## config.mk

```make
export PLATFORM = sky130hd
export DESIGN_NAME = pool_window_gather
export DESIGN_NICKNAME = d
export VERILOG_FILES = /design/src/rtl/pool_window_gather.sv
export SDC_FILE = /design/constraint.sdc
export NUM_CORES = 1
export LEC_CHECK = 0
export CORE_MARGIN = 2
export CORE_UTILIZATION = 59
export DETAILED_ROUTE_END_ITERATION = 12
export PLACE_DENSITY = 0.74
export SYNTH_ARGS = -nofsm -noshare
export SYNTH_HDL_FRONTEND = slang
export SYNTH_SLANG_ARGS = --single-unit
```

## constraint.sdc

```tcl
create_clock -name clk -period 4.34 [get_ports clk]
set_input_delay 0.651 -clock clk [delete_from_list [all_inputs] [get_ports clk]]
set_output_delay 0.651 -clock clk [all_outputs]
set_load 0.01 [all_outputs]
```

## src/rtl/pool_window_gather.sv

```systemverilog
// Regroups a raster pixel stream into 2x2 non-overlapping windows, emitted as
// four consecutive elements: top[x], top[x+1], bot[x], bot[x+1].
module pool_window_gather #(
  parameter int IMG_WIDTH  = 64,
  parameter int IMG_HEIGHT = 64,
  parameter int DATA_WIDTH = 16
) (
  input  logic                  clk,
  input  logic                  reset,
  input  logic                  enable,
  input  logic [DATA_WIDTH-1:0] in_data,
  input  logic                  in_valid,
  output logic                  in_ready,
  output logic [DATA_WIDTH-1:0] out_data,
  output logic                  out_valid,
  input  logic                  out_ready,
  output logic                  window_last,
  output logic                  frame_done
);

  localparam int COL_W = $clog2(IMG_WIDTH);
  localparam int ROW_W = (IMG_HEIGHT > 2) ? $clog2(IMG_HEIGHT / 2) : 1;
  localparam logic [COL_W-1:0] COL_LAST      = COL_W'(IMG_WIDTH - 1);
  localparam logic [COL_W-1:0] COL_PAIR_LAST = COL_W'(IMG_WIDTH - 2);
  localparam logic [ROW_W-1:0] ROW_LAST      = ROW_W'(IMG_HEIGHT / 2 - 1);

  typedef enum logic [1:0] {
    ST_TOP  = 2'd0,
    ST_BOT0 = 2'd1,
    ST_BOT1 = 2'd2,
    ST_EMIT = 2'd3
  } state_e;

  state_e                state_q, state_d;
  logic [COL_W-1:0]      col_q, col_d;
  logic [ROW_W-1:0]      row_pair_q, row_pair_d;
  logic [1:0]            e_q, e_d;
  logic [DATA_WIDTH-1:0] b0_q, b0_d;
  logic [DATA_WIDTH-1:0] b1_q, b1_d;
  logic [DATA_WIDTH-1:0] out_data_q, out_data_d;
  logic                  out_valid_q, out_valid_d;
  logic                  window_last_q, window_last_d;
  logic                  frame_done_q, frame_done_d;
  logic [DATA_WIDTH-1:0] line_buf_q [IMG_WIDTH];
  logic                  lb_we;
  logic                  in_fire;
  logic                  out_fire;

  assign in_ready    = enable && (state_q != ST_EMIT);
  assign in_fire     = in_valid && in_ready;
  assign out_fire    = out_valid_q && out_ready;
  assign out_data    = out_data_q;
  assign out_valid   = out_valid_q;
  assign window_last = window_last_q;
  assign frame_done  = frame_done_q;

  // Next-state, counter and output-register computation
  always_comb begin
    state_d       = state_q;
    col_d         = col_q;
    row_pair_d    = row_pair_q;
    e_d           = e_q;
    b0_d          = b0_q;
    b1_d          = b1_q;
    out_data_d    = out_data_q;
    out_valid_d   = out_valid_q;
    window_last_d = window_last_q;
    frame_done_d  = 1'b0;
    lb_we         = 1'b0;
    case (state_q)
      ST_TOP: begin
        if (in_fire) begin
          lb_we = 1'b1;
          if (col_q == COL_LAST) begin
            col_d   = {COL_W{1'b0}};
            state_d = ST_BOT0;
          end else begin
            col_d = col_q + COL_W'(1);
          end
        end else begin
          lb_we = 1'b0;
        end
      end
      ST_BOT0: begin
        if (in_fire) begin
          b0_d    = in_data;
          state_d = ST_BOT1;
        end else begin
          b0_d = b0_q;
        end
      end
      ST_BOT1: begin
        if (in_fire) begin
          b1_d          = in_data;
          state_d       = ST_EMIT;
          out_valid_d   = 1'b1;
          out_data_d    = line_buf_q[col_q];
          e_d           = 2'd0;
          window_last_d = 1'b0;
        end else begin
          b1_d = b1_q;
        end
      end
      ST_EMIT: begin
        if (out_fire) begin
          case (e_q)
            2'd0: begin
              out_data_d = line_buf_q[col_q + COL_W'(1)];
              e_d        = 2'd1;
            end
            2'd1: begin
              out_data_d = b0_q;
              e_d        = 2'd2;
            end
            2'd2: begin
              out_data_d    = b1_q;
              e_d           = 2'd3;
              window_last_d = 1'b1;
            end
            2'd3: begin
              out_valid_d   = 1'b0;
              window_last_d = 1'b0;
              e_d           = 2'd0;
              if (col_q != COL_PAIR_LAST) begin
                col_d   = col_q + COL_W'(2);
                state_d = ST_BOT0;
              end else if (row_pair_q != ROW_LAST) begin
                col_d      = {COL_W{1'b0}};
                row_pair_d = row_pair_q + ROW_W'(1);
                state_d    = ST_TOP;
              end else begin
                col_d        = {COL_W{1'b0}};
                row_pair_d   = {ROW_W{1'b0}};
                frame_done_d = 1'b1;
                state_d      = ST_TOP;
              end
            end
            default: begin
              e_d = 2'd0;
            end
          endcase
        end else begin
          out_valid_d = out_valid_q;
        end
      end
      default: begin
        state_d = ST_TOP;
      end
    endcase
  end

  // Control and output registers
  always_ff @(posedge clk or posedge reset) begin
    if (reset) begin
      state_q       <= ST_TOP;
      col_q         <= {COL_W{1'b0}};
      row_pair_q    <= {ROW_W{1'b0}};
      e_q           <= 2'd0;
      b0_q          <= {DATA_WIDTH{1'b0}};
      b1_q          <= {DATA_WIDTH{1'b0}};
      out_data_q    <= {DATA_WIDTH{1'b0}};
      out_valid_q   <= 1'b0;
      window_last_q <= 1'b0;
      frame_done_q  <= 1'b0;
    end else begin
      state_q       <= state_d;
      col_q         <= col_d;
      row_pair_q    <= row_pair_d;
      e_q           <= e_d;
      b0_q          <= b0_d;
      b1_q          <= b1_d;
      out_data_q    <= out_data_d;
      out_valid_q   <= out_valid_d;
      window_last_q <= window_last_d;
      frame_done_q  <= frame_done_d;
    end
  end

  // Top-row line buffer; every entry is rewritten before it is read
  always_ff @(posedge clk) begin
    if (lb_we) begin
      line_buf_q[col_q] <= in_data;
    end
  end

endmodule

```

==> metrics.txt <==
CTS root buf=clkbuf_16; min cycle time layout=4.45 ns; status=complete, but fails checks; Top delay family on crit path=compound AO/OA/AOI/OAI gates; clk_lat worst skew=0.70 ns; Post-Syn Area=51200 µm²; clk slew on worst S/H paths=0.06 ns; DR DRC count=0; Leak=19.3 nW; area of the core=86300 µm²; Area Growth Syn to Fin=12.8%; routability cong.=1.00; Ys Warns=0; worst setup margin=-0.111 ns; H-Tree Depth=3; worst reg2reg endpoint=out_data[12]$_DFFE_PP0P_; Die W=298 µm; area leader, netlist=edfxtp_1; Top FF cell, synth=edfxtp_1; 1st-iter DRT viols=4696; clk_skew=0.0218 ns; slowest stage delay, CP=0.78 ns; first drt pass iteration count=9; Max IR drop VDD=0.637 mV; Worst-Margin Slew=1.44 ns; layout cells sized above 1=0.296; WL final=161 mm; register bit total from synthesis=1090; Synth cell types=59; full die area=89100 µm²; Total GRT Usage=0.366; sequential area share after synthesis=0.633; layout net count=3113; reg2reg setup slack=-0.11 ns; Pwr per Cell Area=706 nW/µm²; Design Power=0.0408 W; Slowest cell on crit path=a2111oi_1; post-route setup TNS=-0.121 ns; clock buffer count from CTS=112; FF-to-FF path depth=10; Peak Freq=225 MHz; Site Rows=108; I/O Pins=41; max-slew violation count=0; Crit. End Element=register; asr flop ratio synth=0.0606; syn nets=2987; Antenna Nets Post-Route=0; Util after Layout=0.669; placed inst area=53900 µm²; clock buffer depth=3; CP Max Fanout=35; unrepaired setup endpoints after global routing=false; vias in the first global route=31400; post-detailed-route via-to-cell ratio=7.38; Yosys top cell area share=0.601; Commonest cells post-synth=edfxtp_1, mux4_2, nor2_1; total gr overflow=0; DP Wirelength=106 mm; Max-Cap Viols=0; crit start category=register; hold_ws=0.402 ns; RR Startpoint=col_q[1]$_DFFE_PP0P_; post-CTS setup buffers=0; final worst-path cycle share=1.03; Hold Buf Count CTS=0; max_slew headroom=0.0378; Post-synth EDFFs=1024; largest net degree at the start of global routing=84; first-pass GRT wire length=231 mm; number of I/O port buffers=40; CP most frequent cell=buf_4; TritonCTS clock tree=built; WL/cell=37.3 µm; Mapped Cells=2949; initial antenna violation count=7; count leader, synth=edfxtp_1; crit path DAT=5.08 ns; worst hold path class=in -> async; Required @ worst endpoint=4.97 ns; failing checks=setup timing; die height=298 µm; routed vias=31900; Synth area leaders=edfxtp_1, mux4_2, dfrtp_1; final setup fails=2; clk sinks=1090; worst-path cell chain=ha_1 > xor2_4 > buf_12 > buf_4 > buf_4 > nor2_1 > o22ai_1 > a41oi_1 > a2111oi_1 > a221o_1; Crit path buffers/inverters=3; Starting Density=0.593; Final Hold Vio Count=0; post-route cell area=57700 µm²; critical path type=reg -> reg; Syn Area/Cell=17.4 µm²
## metal layers
layer	up-vias	track usage	wire (µm)
met5	-	0	42
met4	6	0.226	12000
met3	460	0.0864	20600
met2	2429	0.537	72700
met1	16500	0.505	55900
li1	12500	-	-
## registers in the layout (all words and copies together), names as in the netlist
name / count
b0_q: 16
b1_q: 16
col_q: 6
e_q: 2
frame_done: 1
line_buf_q: 1024
out_data: 16
out_valid: 1
row_pair_q: 5
state_q: 2
window_last: 1
## cells by family after synthesis
logic type | after synthesis | synth area share
AOI/OAI and AO/OA | 352 | 0.0465
xor gates and xnor gates | 3 | 0.000514
adders and majority gates | 17 | 0.00416
buffers and inverters | 247 | 0.0230
DFF | 1090 | 0.633
muxes | 665 | 0.246
and+or+nand+nor | 575 | 0.0467
## through the flow
step,instances,setup WS [ns]
finish,4325,-0.111
global route,4323,0.0114
CTS,4323,0.0970
detailed placement,4116,-0.0402
global placement,4116,-0.0353
floorplan,2949,0.598
## power by group
part	internal, W	total (W)	switching (W)
logic	0.00766	0.0187	0.0110
clock network	0.00592	0.0100	0.00407
registers	0.0117	0.0121	0.000324
## layout make-up
cell class / count / area, µm²
Tap cell: 1155 / 1450
Antenna cell: 2 / 5.00
Timing Repair Buffer: 248 / 2290
Clock inverter: 69 / 793
Clock buffer: 138 / 3020
Inverter: 11 / 46.3
Multi-Input combinational cell: 1612 / 17700
Fill cell: 5605 / 28600
Sequential cell: 1090 / 32400
## worst register-to-register path, delay by kind of cell, from the launching register on
kind | cells | cell delay, ns
adders and majority gates | 1 | 0.57
and+or+nand+nor | 1 | 0.08
xor gates and xnor gates | 1 | 0.22
AOI/OAI and AO/OA | 4 | 1.94
DFF | 1 | 0.69
buffers and inverters | 3 | 0.87
## layout by cell type (no fill, tap or decap), types with 5 or more instances in the layout
cell,count
a311oi_1,7
or3_1,9
clkbuf_1,19
a21oi_1,39
mux2_2,36
nor2_1,262
clkinvlp_4,8
clkinv_2,20
edfxtp_1,1024
or4_1,6
a31oi_1,7
a2111oi_0,13
mux2i_1,159
inv_1,9
dfrtp_1,63
buf_4,175
bufinv_16,17
a22oi_1,42
nand3_1,49
or2_2,5
mux4_2,470
buf_2,16
nor2_2,15
buf_12,33
clkdlybuf4s50_1,24
clkbuf_16,116
o21ai_0,35
a221o_1,6
and3_1,5
nand2b_1,11
a41oi_1,32
ha_1,16
o211ai_1,6
nand2_1,191
clkinv_1,19
o22ai_1,134
## repair_timing
action / CTS / global route
resized for setup: 1 / 1
pin swaps: 0 / 0
endpoints found under the setup margin: 1 / 1
gates cloned: 0 / 0
## how the worst max path moves through the flow
stage	from	cells after the start	end	slack [ns]
floorplan	col_q[0]$_DFFE_PP0P_	18	out_data[3]$_DFFE_PP0P_	0.60
global placement	col_q[1]$_DFFE_PP0P_	10	out_data[12]$_DFFE_PP0P_	-0.04
detailed placement	col_q[1]$_DFFE_PP0P_	10	out_data[12]$_DFFE_PP0P_	-0.04
CTS	col_q[1]$_DFFE_PP0P_	10	out_data[12]$_DFFE_PP0P_	0.1
global route	col_q[1]$_DFFE_PP0P_	9	out_data[4]$_DFFE_PP0P_	0.01
finish	col_q[1]$_DFFE_PP0P_	10	out_data[12]$_DFFE_PP0P_	-0.11
Note: power is estimated with default switching activity, not from simulation.
